<file path="src/rtl/line_buffer_window_ctrl_if.sv">
// line_buffer_window_ctrl_if: pixel-stream handshake and window/status bundle for line_buffer_window_ctrl.
// slave = controller side, master = the stream source/sink side.
interface line_buffer_window_ctrl_if #(
   parameter int IMG_Width  = 224,
   parameter int IMG_Height = 224
);
   localparam int CW = $clog2(IMG_Width);
   localparam int RW = $clog2(IMG_Height);
   logic          Start;
   logic          In_Valid;
   logic          In_Ready;
   logic          Out_Ready;
   logic          Buf_WE;
   logic          Buf_CLR;
   logic          Win_Valid;
   logic [RW-1:0] Win_Row;
   logic [CW-1:0] Win_Col;
   logic          Busy;
   logic          Frame_Done;
   modport slave (
      input  Start, In_Valid, Out_Ready,
      output In_Ready, Buf_WE, Buf_CLR, Win_Valid, Win_Row, Win_Col, Busy, Frame_Done
   );
   modport master (
      output Start, In_Valid, Out_Ready,
      input  In_Ready, Buf_WE, Buf_CLR, Win_Valid, Win_Row, Win_Col, Busy, Frame_Done
   );
endinterface

</file>
<file path="src/rtl/line_buffer_window_ctrl.sv">
// line_buffer_window_ctrl: sequences a KxK sliding-window shift line buffer over a raster stream.
// Optional macro LBC_STRIDE2_EN: only flag windows at even offsets from the first valid position.
module line_buffer_window_ctrl #(
   parameter int IMG_Width  = 224,
   parameter int IMG_Height = 224,
   parameter int K          = 5
) (
   input logic                   CLK,
   input logic                   CLR,
   line_buffer_window_ctrl_if.slave bus
);
   localparam int CW = $clog2(IMG_Width);
   localparam int RW = $clog2(IMG_Height);
   typedef enum logic [2:0] {IDLE, FILL, STREAM, DRAIN, DONE} state_t;
   state_t        state_q, state_d;
   logic [RW-1:0] row_q, row_d, win_row_q, win_row_d;
   logic [CW-1:0] col_q, col_d, win_col_q, win_col_d;
   logic          win_valid_q, win_valid_d;
   logic          buf_clr_q, buf_clr_d;
   logic          in_ready, xfer, start_go, last_col, last_row, in_bounds, hit;
   assign in_ready  = (state_q == FILL || state_q == STREAM) && (!win_valid_q || bus.Out_Ready);
   assign xfer      = bus.In_Valid && in_ready;
   assign start_go  = state_q == IDLE && bus.Start;
   assign last_col  = col_q == CW'(IMG_Width - 1);
   assign last_row  = row_q == RW'(IMG_Height - 1);
   assign in_bounds = row_q >= RW'(K - 1) && col_q >= CW'(K - 1);
`ifdef LBC_STRIDE2_EN
   logic [RW-1:0] row_off;
   logic [CW-1:0] col_off;
   assign row_off = row_q - RW'(K - 1);
   assign col_off = col_q - CW'(K - 1);
   assign hit     = in_bounds && !row_off[0] && !col_off[0];
`else
   assign hit     = in_bounds;
`endif
   always_ff @(posedge CLK) begin
      if (!CLR) begin
         state_q     <= IDLE;
         row_q       <= '0;
         col_q       <= '0;
         win_valid_q <= 1'b0;
         win_row_q   <= '0;
         win_col_q   <= '0;
         buf_clr_q   <= 1'b0;
      end else begin
         state_q     <= state_d;
         row_q       <= row_d;
         col_q       <= col_d;
         win_valid_q <= win_valid_d;
         win_row_q   <= win_row_d;
         win_col_q   <= win_col_d;
         buf_clr_q   <= buf_clr_d;
      end
   end
   always_comb begin
      state_d = state_q;
      case (state_q)
         IDLE:    state_d = bus.Start ? FILL : IDLE;
         FILL:    state_d = (xfer && row_q == RW'(K - 1) && col_q == CW'(K - 1)) ? STREAM : FILL;
         STREAM:  state_d = (xfer && last_col && last_row) ? DRAIN : STREAM;
         DRAIN:   state_d = win_valid_q ? DRAIN : DONE;
         DONE:    state_d = IDLE;
         default: state_d = IDLE;
      endcase
   end
   // A newly produced window outranks consumption of the previous one in the same cycle.
   always_comb begin
      col_d       = start_go ? '0 : xfer ? (last_col ? '0 : col_q + CW'(1)) : col_q;
      row_d       = start_go ? '0 : (xfer && last_col && !last_row) ? row_q + RW'(1) : row_q;
      win_valid_d = (xfer && hit) ? 1'b1 : bus.Out_Ready ? 1'b0 : win_valid_q;
      win_row_d   = (xfer && hit) ? row_q : win_row_q;
      win_col_d   = (xfer && hit) ? col_q : win_col_q;
      buf_clr_d   = !start_go;
   end
   always_comb begin
      bus.In_Ready   = in_ready;
      bus.Buf_WE     = xfer;
      bus.Buf_CLR    = buf_clr_q;
      bus.Win_Valid  = win_valid_q;
      bus.Win_Row    = win_row_q;
      bus.Win_Col    = win_col_q;
      bus.Busy       = state_q == FILL || state_q == STREAM;
      bus.Frame_Done = state_q == DONE;
   end
endmodule

</file>
<file path="src/flat_wrapper.sv">
// flat-port wrapper written by rule: the top's interface ports become plain ports
module line_buffer_window_ctrl_flat 
#(
   parameter int IMG_Width  = 224,
   parameter int IMG_Height = 224,
   parameter int K          = 5
)
  (CLK, CLR, bus_Start, bus_In_Valid, bus_Out_Ready, bus_In_Ready, bus_Buf_WE, bus_Buf_CLR, bus_Win_Valid, bus_Win_Row, bus_Win_Col, bus_Busy, bus_Frame_Done);
  line_buffer_window_ctrl_if #(.IMG_Width(IMG_Width), .IMG_Height(IMG_Height)) bus_i ();
  input logic CLK;
  input logic CLR;
  input wire logic [$bits(bus_i.Start)-1:0] bus_Start;
  input wire logic [$bits(bus_i.In_Valid)-1:0] bus_In_Valid;
  input wire logic [$bits(bus_i.Out_Ready)-1:0] bus_Out_Ready;
  output wire logic [$bits(bus_i.In_Ready)-1:0] bus_In_Ready;
  output wire logic [$bits(bus_i.Buf_WE)-1:0] bus_Buf_WE;
  output wire logic [$bits(bus_i.Buf_CLR)-1:0] bus_Buf_CLR;
  output wire logic [$bits(bus_i.Win_Valid)-1:0] bus_Win_Valid;
  output wire logic [$bits(bus_i.Win_Row)-1:0] bus_Win_Row;
  output wire logic [$bits(bus_i.Win_Col)-1:0] bus_Win_Col;
  output wire logic [$bits(bus_i.Busy)-1:0] bus_Busy;
  output wire logic [$bits(bus_i.Frame_Done)-1:0] bus_Frame_Done;
  assign bus_i.Start = bus_Start;
  assign bus_i.In_Valid = bus_In_Valid;
  assign bus_i.Out_Ready = bus_Out_Ready;
  assign bus_In_Ready = bus_i.In_Ready;
  assign bus_Buf_WE = bus_i.Buf_WE;
  assign bus_Buf_CLR = bus_i.Buf_CLR;
  assign bus_Win_Valid = bus_i.Win_Valid;
  assign bus_Win_Row = bus_i.Win_Row;
  assign bus_Win_Col = bus_i.Win_Col;
  assign bus_Busy = bus_i.Busy;
  assign bus_Frame_Done = bus_i.Frame_Done;
  line_buffer_window_ctrl #(.IMG_Width(IMG_Width), .IMG_Height(IMG_Height), .K(K)) u_core (.CLK(CLK), .CLR(CLR), .bus(bus_i));
endmodule
</file>
<file path="config.mk">
export PLATFORM = sky130hd
export DESIGN_NAME = line_buffer_window_ctrl_flat
export DESIGN_NICKNAME = d
export VERILOG_FILES = /design/src/rtl/line_buffer_window_ctrl_if.sv /design/src/rtl/line_buffer_window_ctrl.sv /design/src/flat_wrapper.sv
export SDC_FILE = /design/constraint.sdc
export NUM_CORES = 1
export LEC_CHECK = 0
export CAP_MARGIN = 0
export CORE_MARGIN = 2
export CORE_UTILIZATION = 45
export DETAILED_ROUTE_END_ITERATION = 10
export GPL_TIMING_DRIVEN = 1
export PLACE_DENSITY_LB_ADDON = 0.15
export SYNTH_ARGS = -nofsm -noshare
export SYNTH_HDL_FRONTEND = slang
export SYNTH_SLANG_ARGS = --single-unit
</file>
<file path="constraint.sdc">
create_clock -name CLK -period 3.9 [get_ports CLK]
set_input_delay 0.39 -clock CLK [delete_from_list [all_inputs] [get_ports CLK]]
set_output_delay 0.39 -clock CLK [all_outputs]
set_load 0.05 [all_outputs]
</file>
# Word-level counts from Yosys, hierarchy flattened
# Index checks and enable logic that the tools add are counted.
# W data, S select, Z words.
# word_totals
register_bits,37
latchBits,0
ramBits,0
romBits,0
input_bits,5
out_inout_bits,22
word_cells,46
memories,0
# op_classes
add_sub_neg,2
n_mul,0
n_div,0
n_lt_le_gt_ge,2
eq_ne,8
n_shift,0
mux,8
bitwise,1
reduce_logical,18
# ops
cell,count
$add A8 B1 Y8 const B,2
$eq A8 B3 Y1 const B,2
$eq A8 B8 Y1 const B,2
$ge A8 B3 Y1 const B,2
$pmux W3 S4,1
$logic_and A1 B1 Y1,10
$mux W8,1
$eq A3 B2 Y1 const B,2
$mux W1,4
$eq A3 B1 Y1 const B,1
$eq A3 B3 Y1 const B,1
$logic_not A1 Y1,3
$logic_not A3 Y1,1
$mux W3,1
$logic_or A1 B1 Y1,2
$mux W2,1
$reduce_bool A2 Y1,1
$reduce_or A2 Y1,1
$not A1 Y1,1

# Longest topological paths before layout
# Gate-level depths: netlist (run 1).
# depth
word_depth,8
ltp_mapped,6
mapped_depth_nobuf,6

# Least setup slack after synthesis (run 1)
# Ideal clock, no wire load.
# synth_path
path_kind,register to output
startpoint,register u_core.state_q[1]
endpoint,output bus_Frame_Done
t_arrival_ns,1.543
required_time_ns,3.510
slack_ns,1.967
stages_incl_launch_ff,3
n_path_buf,1
path_cell_list,dfxtp_1 > buf_2 > nor3_1
# synth_via
elab_chain_cells,1
# synth_rtl
element,line,source
from (decl),line_buffer_window_ctrl.sv:15,"state_t state_q, state_d;"
from (signal assigned),line_buffer_window_ctrl.sv:46,state_q <= state_d;
$eq A3 B3 Y1,line_buffer_window_ctrl.sv:83,bus.Frame_Done = state_q == DONE;
to (decl),flat_wrapper.sv:22,output wire logic [$bits(bus_i.Frame_Done)-1:0] bus_Frame_Done;
# No other way between the ends.

# Worst setup path in the final report (run 1)
# layout_path
startpoint,register u_core.state_q[1]
endpoint,output bus_In_Ready
# layout_via
elab_chain_cells,3
word_cells_on_any_way,4
cone_classes,eq/ne: 2; reduce/logical: 2
# layout_rtl
element,line,source
$eq A3 B1 Y1 / $eq A3 B2 Y1 (equally long branches),line_buffer_window_ctrl.sv:21,assign in_ready = (state_q == FILL || state_q == STREAM) && (!win_valid_q || bus.Out_Ready);
$logic_or A1 B1 Y1 (*),line_buffer_window_ctrl.sv:21,
$logic_and A1 B1 Y1 (*),line_buffer_window_ctrl.sv:21,
to (decl),flat_wrapper.sv:15,output wire logic [$bits(bus_i.In_Ready)-1:0] bus_In_Ready;
# Every way passes the cells marked *; elsewhere a longest branch is shown, timed or not.

==> results_dict.tcl, run 1 <==
set metrics [dict create \
    root_buffer "clkbuf_8" \
    die_h_um 67.3 \
    cp-start-kind "flip-flop" \
    fillers 379 \
    grt_max_degree 36 \
    drt_wl_total_um 3840 \
    hold_buffers 0 \
    dp_slack_ns 1.12 \
    rsz0062_at_grt "false" \
    end_kind "output pin" \
    die_w_um 67.3 \
    slew_headroom 0.366 \
    postSynthAreaPerCell_um2 8.44 \
    yosysWarnings 0 \
    grt-ovfl-total 0 \
    min_path_cells 2 \
    finalInstanceArea_um2 2190 \
    ctsResizeCount 0 \
    dieArea_um2 4530 \
    finalCritPeriodShare 0.723 \
    antenna_found_initial 0 \
    max_freq_mhz 355 \
    grt_pass1_wl_um 6210 \
    post-cts-setup-buffers 0 \
    min_to "u_core.bus.Win_Col[0]$_SDFFE_PN0P_" \
    wl_per_cell_um 13.1 \
    yosysSeqAreaShare 0.410 \
    cts_tree "yes" \
    hold_violations 0 \
    r2r_slack_ns 1.68 \
    peakVddDrop_uv 133 \
    tightest_slew_ns 0.947 \
    rr_startpoint "u_core.state_q[1]$_SDFF_PN0_" \
    gp_congestion 0.816 \
    postLayoutSetupSlackWorst_ns 1.08 \
    grtUsageTotal 0.188 \
    drc_errors 0 \
    drt_iter0_markers 114 \
    min_path_type "flip-flop to flip-flop" \
    p_leak_uw 0.000710 \
    syn_area_um2 1810 \
    r2r_end "u_core.bus.Win_Row[1]$_SDFFE_PN0P_" \
    r2r_cells 4 \
    grt_pass1_vias 1315 \
    ys_seq_elements 37 \
    cp.required_ns 3.51 \
    via_per_inst 5.17 \
    dpl.hpwl_um 2740 \
    core.rowCount 23 \
    clk_pin_slew_ns 0.07 \
    worst-setup-path-type "flip-flop to output pin" \
    clock_latency_ns 0.29 \
    multiInputGateArea_um2 985 \
    h-tree-depth 2 \
    vias 1516 \
    status "complete, no violations" \
    drtAntennaViolNets 0 \
    fin_skew_ns 0.00734 \
    numPortBuffers 26 \
    placed_cell_area_um2 2100 \
    arrival_ns 2.43 \
    cts_buffers 5 \
    fin_crit_ns 2.82 \
    p_per_area_nw_per_um2 319 \
    cts.sinks 37 \
    initial_core_util 0.458 \
    antenna_cells 0 \
    setup_viol 0 \
    drive_gt1_frac 0.0700 \
    drv_slew 0 \
    setup-tns-final_ns 0 \
    maxCapViolCount 0 \
    drtPass1Iterations 4 \
    synth_cells 214 \
    coreArea_um2 3940 \
    clock_path_buffers 2 \
    regArea_um2 741 \
    io_pins 27 \
    syn_nets 223 \
    critPathMaxFanout 9 \
    syn_to_final_growth_pct 21.1 \
    nets 251 \
    worstHoldStart "u_core.bus.Win_Col[0]$_SDFFE_PN0P_" \
    ys_types 38 \
]
==> logic make-up after synthesis <==
group                    after synthesis  synth area share
AO/OA/AOI/OAI                         29            0.0949
multiplexers                          18            0.0998
AND/OR/NAND/NOR                      105             0.304
adder cells (fa/ha/maj)                4            0.0277
XOR/XNOR                               3            0.0187
flip-flops                            37             0.410
buffers and inverters                 18            0.0443
==> worst max-delay path by stage <==
stage / start / to / slack, ns / depth (start not counted)
after floorplan: u_core.state_q[1]$_SDFF_PN0_ / bus_Frame_Done / 1.97 / 2
after global placement: bus_Out_Ready / bus_In_Ready / 1.11 / 5
after detailed placement: bus_Out_Ready / bus_In_Ready / 1.12 / 5
after CTS: u_core.state_q[1]$_SDFF_PN0_ / bus_In_Ready / 1.07 / 4
after global routing: u_core.state_q[1]$_SDFF_PN0_ / bus_In_Ready / 0.92 / 4
final: u_core.state_q[1]$_SDFF_PN0_ / bus_In_Ready / 1.08 / 4
==> report_power, final <==
group | internal, uW | switching (uW) | total, uW
logic | 15.9 | 33.3 | 49.2
clock network | 123 | 144 | 267
registers | 380 | 2.95 | 383
==> cells in the final DEF, fill, tap and decap left out, drive strengths merged <==
cell type,count
nand2,47
dfxtp,37
clkdlybuf4s50,26
mux2i,18
inv,12
a21oi,11
or3,9
o21ai,9
nand4,8
nand3,7
nor3,7
nand2b,6
nor2,5
clkbuf,5
nor4,5
ha,4
o31ai,3
xnor2,2
and4,2
or4,2
and2,2
o22ai,2
clkinv,2
xor2,1
and4b,1
or3b,1
nand4b,1
or2,1
a31oi,1
a311o,1
a41oi,1
nor2b,1
o21a,1
clkinvlp,1
buf,1
==> critical path, stage by stage (launching register included) <==
cell	delay (ns)
dfxtp_1	0.53
xor2_2	0.26
nand3_1	0.28
inv_1	0.23
clkdlybuf4s50_1	0.83
==> stage by stage <==
step	std cells	utilization	hold slack, ns	power [uW]
6_report	293	0.555	0.457	699
4_1_cts	293	0.555	0.461	708
3_5_place_dp	285	0.533	0.448	441
2_1_floorplan	214	-	0.462	424
3_3_place_gp	285	0.533	0.442	441
5_1_grt	293	0.555	0.477	725
==> per-layer routing <==
layer / share of wire / global-route usage / vias up
met3: 0.042 / 0.0400 / 2
met4: 0.0060 / 0.117 / 0
met1: 0.54 / 0.270 / 671
met5: 0 / 0 / -
li1: - / - / 807
met2: 0.41 / 0.251 / 36
==> synthesized netlist by cell type, drive strengths merged <==
cell type,instances,area share
xnor2,2,0.0097
o21ai,9,0.027
or4,2,0.0083
or3b,1,0.0049
nor2,5,0.010
buf,2,0.011
or3,9,0.031
and4,2,0.0097
nand4,8,0.031
nor3,7,0.026
nand3,7,0.019
clkbuf,4,0.0083
nand2,47,0.098
o31ai,3,0.012
a31oi,1,0.0035
inv,12,0.025
mux2i,18,0.10
nand2b,6,0.021
o22ai,2,0.0069
and2,2,0.0069
nor2b,1,0.0035
nor4,5,0.021
or2,1,0.0035
a21oi,11,0.030
a311o,1,0.0055
xor2,1,0.0090
o21a,1,0.0042
and4b,1,0.0055
a41oi,1,0.0049
dfxtp,37,0.41
nand4b,1,0.0049
ha,4,0.028
==> flip-flops by register name, indices dropped and copies added, names as in the netlist <==
name	cells
u_core.bus.Win_Valid	1
u_core.bus.Buf_CLR	1
u_core.row_q	8
u_core.bus.Win_Col	8
u_core.bus.Win_Row	8
u_core.state_q	3
u_core.col_q	8
==> cell type report <==
type,instances,share of cell area
flip-flops and latches,37,0.339
multi-input cells,159,0.450
clock buffers,5,0.0315
inverters,12,0.0206
well taps,50,0.0286
clock inverters,3,0.00801
repair buffers,27,0.122
No activity file was read; power rests on OpenSTA's default activity.
==> run 2: changes to the inputs <==
==> constraint.sdc (replaced) <==
create_clock -name CLK -period 2.41 [get_ports CLK]
set_input_delay 0.241 -clock CLK [delete_from_list [all_inputs] [get_ports CLK]]
set_output_delay 0.241 -clock CLK [all_outputs]
set_load 0.05 [all_outputs]
==> results_dict.tcl, run 2 (same netlist as run 1, synthesis figures left out) <==
set metrics [dict create \
    status "complete, no violations" \
    layout_commonest_cell "nand2_1" \
    coreArea_um2 3940 \
    min_path_type "flip-flop to flip-flop" \
    max_stage_delay_ns 0.54 \
    fin_crit_ns 2.12 \
    grt_pass1_vias 1360 \
    numPortBuffers 26 \
    drtPass1Iterations 4 \
    nets 257 \
    hold_buffers 0 \
    drive_gt1_frac 0.0927 \
    dpl.hpwl_um 2850 \
    final_cell_mix "47 x nand2_1, 37 x dfxtp_1, 24 x clkdlybuf4s50_1, 18 x mux2i_1" \
    clock_path_buffers 2 \
    crit_slowest_cell "dfxtp_1" \
    worst-setup-path-type "flip-flop to output pin" \
    r2r_cells 4 \
    h-tree-depth 2 \
    hold_violations 0 \
    cp.required_ns 2.17 \
    initial_core_util 0.458 \
    drv_slew 0 \
    worstHoldStart "u_core.bus.Win_Row[7]$_SDFFE_PN0P_" \
    setup_viol 0 \
    grtUsageTotal 0.195 \
    placed_cell_area_um2 2170 \
    cp-start-kind "flip-flop" \
    crit_chain "xor2_2 -> nand3_1 -> inv_1 -> buf_12" \
    multiInputGateArea_um2 985 \
    finalCritPeriodShare 0.881 \
    clock_latency_ns 0.29 \
    final_util 0.571 \
    rr_startpoint "u_core.state_q[1]$_SDFF_PN0_" \
    gp_congestion 0.837 \
    arrival_ns 1.88 \
    regArea_um2 741 \
    p_leak_uw 0.000751 \
    wl_per_cell_um 13.3 \
    grt_pass1_wl_um 6500 \
    clk_pin_slew_ns 0.07 \
    post-cts-setup-buffers 0 \
    die_h_um 67.3 \
    via_per_inst 5.32 \
    drt_wl_total_um 3980 \
    crit_end "bus_In_Ready" \
    root_buffer "clkbuf_8" \
    fin_skew_ns 0.00394 \
    core.rowCount 23 \
    rsz0062_at_grt "false" \
    drt_iter0_markers 99 \
    grt-ovfl-total 0 \
    syn_to_final_growth_pct 24.7 \
    dieArea_um2 4530 \
    final-instance-count-excl-fill 298 \
    vias 1585 \
    grt_max_degree 35 \
    cts_tree "yes" \
    r2r_slack_ns 0.51 \
    die_w_um 67.3 \
    finalInstanceArea_um2 2250 \
    maxCapViolCount 0 \
    antenna_found_initial 0 \
    slew_headroom 0.666 \
    peakVddDrop_uv 385 \
    cts.sinks 37 \
    antenna_cells 0 \
    dp.cells 291 \
    p_per_area_nw_per_um2 510 \
    critPathMaxFanout 9 \
    ctsResizeCount 0 \
    end_kind "output pin" \
    setup-tns-final_ns 0 \
    cts_buffers 5 \
    worstSetupStartpoint "u_core.state_q[1]$_SDFF_PN0_" \
    io_pins 27 \
    max_freq_mhz 471 \
    r2r_end "u_core.row_q[7]$_SDFFE_PP0P_" \
    tightest_slew_ns 0.499 \
    drc_errors 0 \
    drtAntennaViolNets 0 \
    fillers 366 \
]
==> run 2: changes by cell type in the layout (fill, tap and decap cells not counted) <==
cell             previous run  this run
clkdlybuf4s50_1            26        24
clkinvlp_4                  1         0
clkinv_2                    2         0
clkbuf_1                    0         1
buf_4                       1         7
clkbuf_8                    5         6
buf_12                      0         2
==> run 2: metal layers <==
metal | global-route usage | routed length, um | part of all wire
met5 | 0 | 0 | 0
met4 | 0.0969 | 75 | 0.019
met3 | 0.0533 | 192 | 0.048
met2 | 0.267 | 1650 | 0.41
met1 | 0.279 | 2060 | 0.52
==> run 2: critical path, delay by kind of cell, from the launching register on <==
family                    cells  cell delay, ns
and+or+nand+nor               1            0.30
DFF                           1            0.54
xor gates and xnor gates      1            0.28
buffers and inverters         2            0.47
==> run 2: stage by stage <==
| step | hold WS (ns) | setup slack, ns | total power (uW) |
|---|---|---|---|
| 2_1_floorplan | 0.462 | 0.556 | 687 |
| 3_3_place_gp | 0.443 | 0.424 | 725 |
| 3_5_place_dp | 0.450 | 0.428 | 725 |
| 4_1_cts | 0.460 | 0.307 | 1160 |
| 5_1_grt | 0.473 | 0.165 | 1200 |
| 6_report | 0.456 | 0.287 | 1150 |
==> run 2: worst min path at each step <==
stage	cells after the start	end	slack [ns]
2_1_floorplan	2	u_core.bus.Win_Col[4]$_SDFFE_PN0P_	0.46
3_3_place_gp	2	u_core.bus.Win_Col[0]$_SDFFE_PN0P_	0.44
3_5_place_dp	2	u_core.bus.Win_Row[6]$_SDFFE_PN0P_	0.45
4_1_cts	2	u_core.bus.Win_Row[6]$_SDFFE_PN0P_	0.46
5_1_grt	2	u_core.bus.Win_Col[1]$_SDFFE_PN0P_	0.47
6_report	2	u_core.bus.Win_Row[7]$_SDFFE_PN0P_	0.46
==> run 2: layout make-up <==
cell class                      instances  area share
Clock buffer                            7      0.0383
Inverter                               12      0.0200
Multi-Input combinational cell        159       0.437
Sequential cell                        37       0.329
Tap cell                               50      0.0278
Timing Repair Buffer                   33       0.148
==> run 2: power by group <==
group	leakage, uW	internal (uW)	switching, uW	total, uW
registers	0.000299	615	3.63	618
clock network	0.0000443	227	211	438
logic	0.000408	34.3	58.7	93.0
==> run 3: changes to the inputs <==
--- a/config.mk
+++ b/config.mk
@@ -11,6 +11,7 @@
 export DETAILED_ROUTE_END_ITERATION = 10
 export GPL_TIMING_DRIVEN = 1
 export PLACE_DENSITY_LB_ADDON = 0.15
+export SKIP_CTS_REPAIR_TIMING = 1
 export SYNTH_ARGS = -nofsm -noshare
 export SYNTH_HDL_FRONTEND = slang
 export SYNTH_SLANG_ARGS = --single-unit
==> results of run 3 <==
The final DEF is identical to that of run 2; final timing and power are the same.
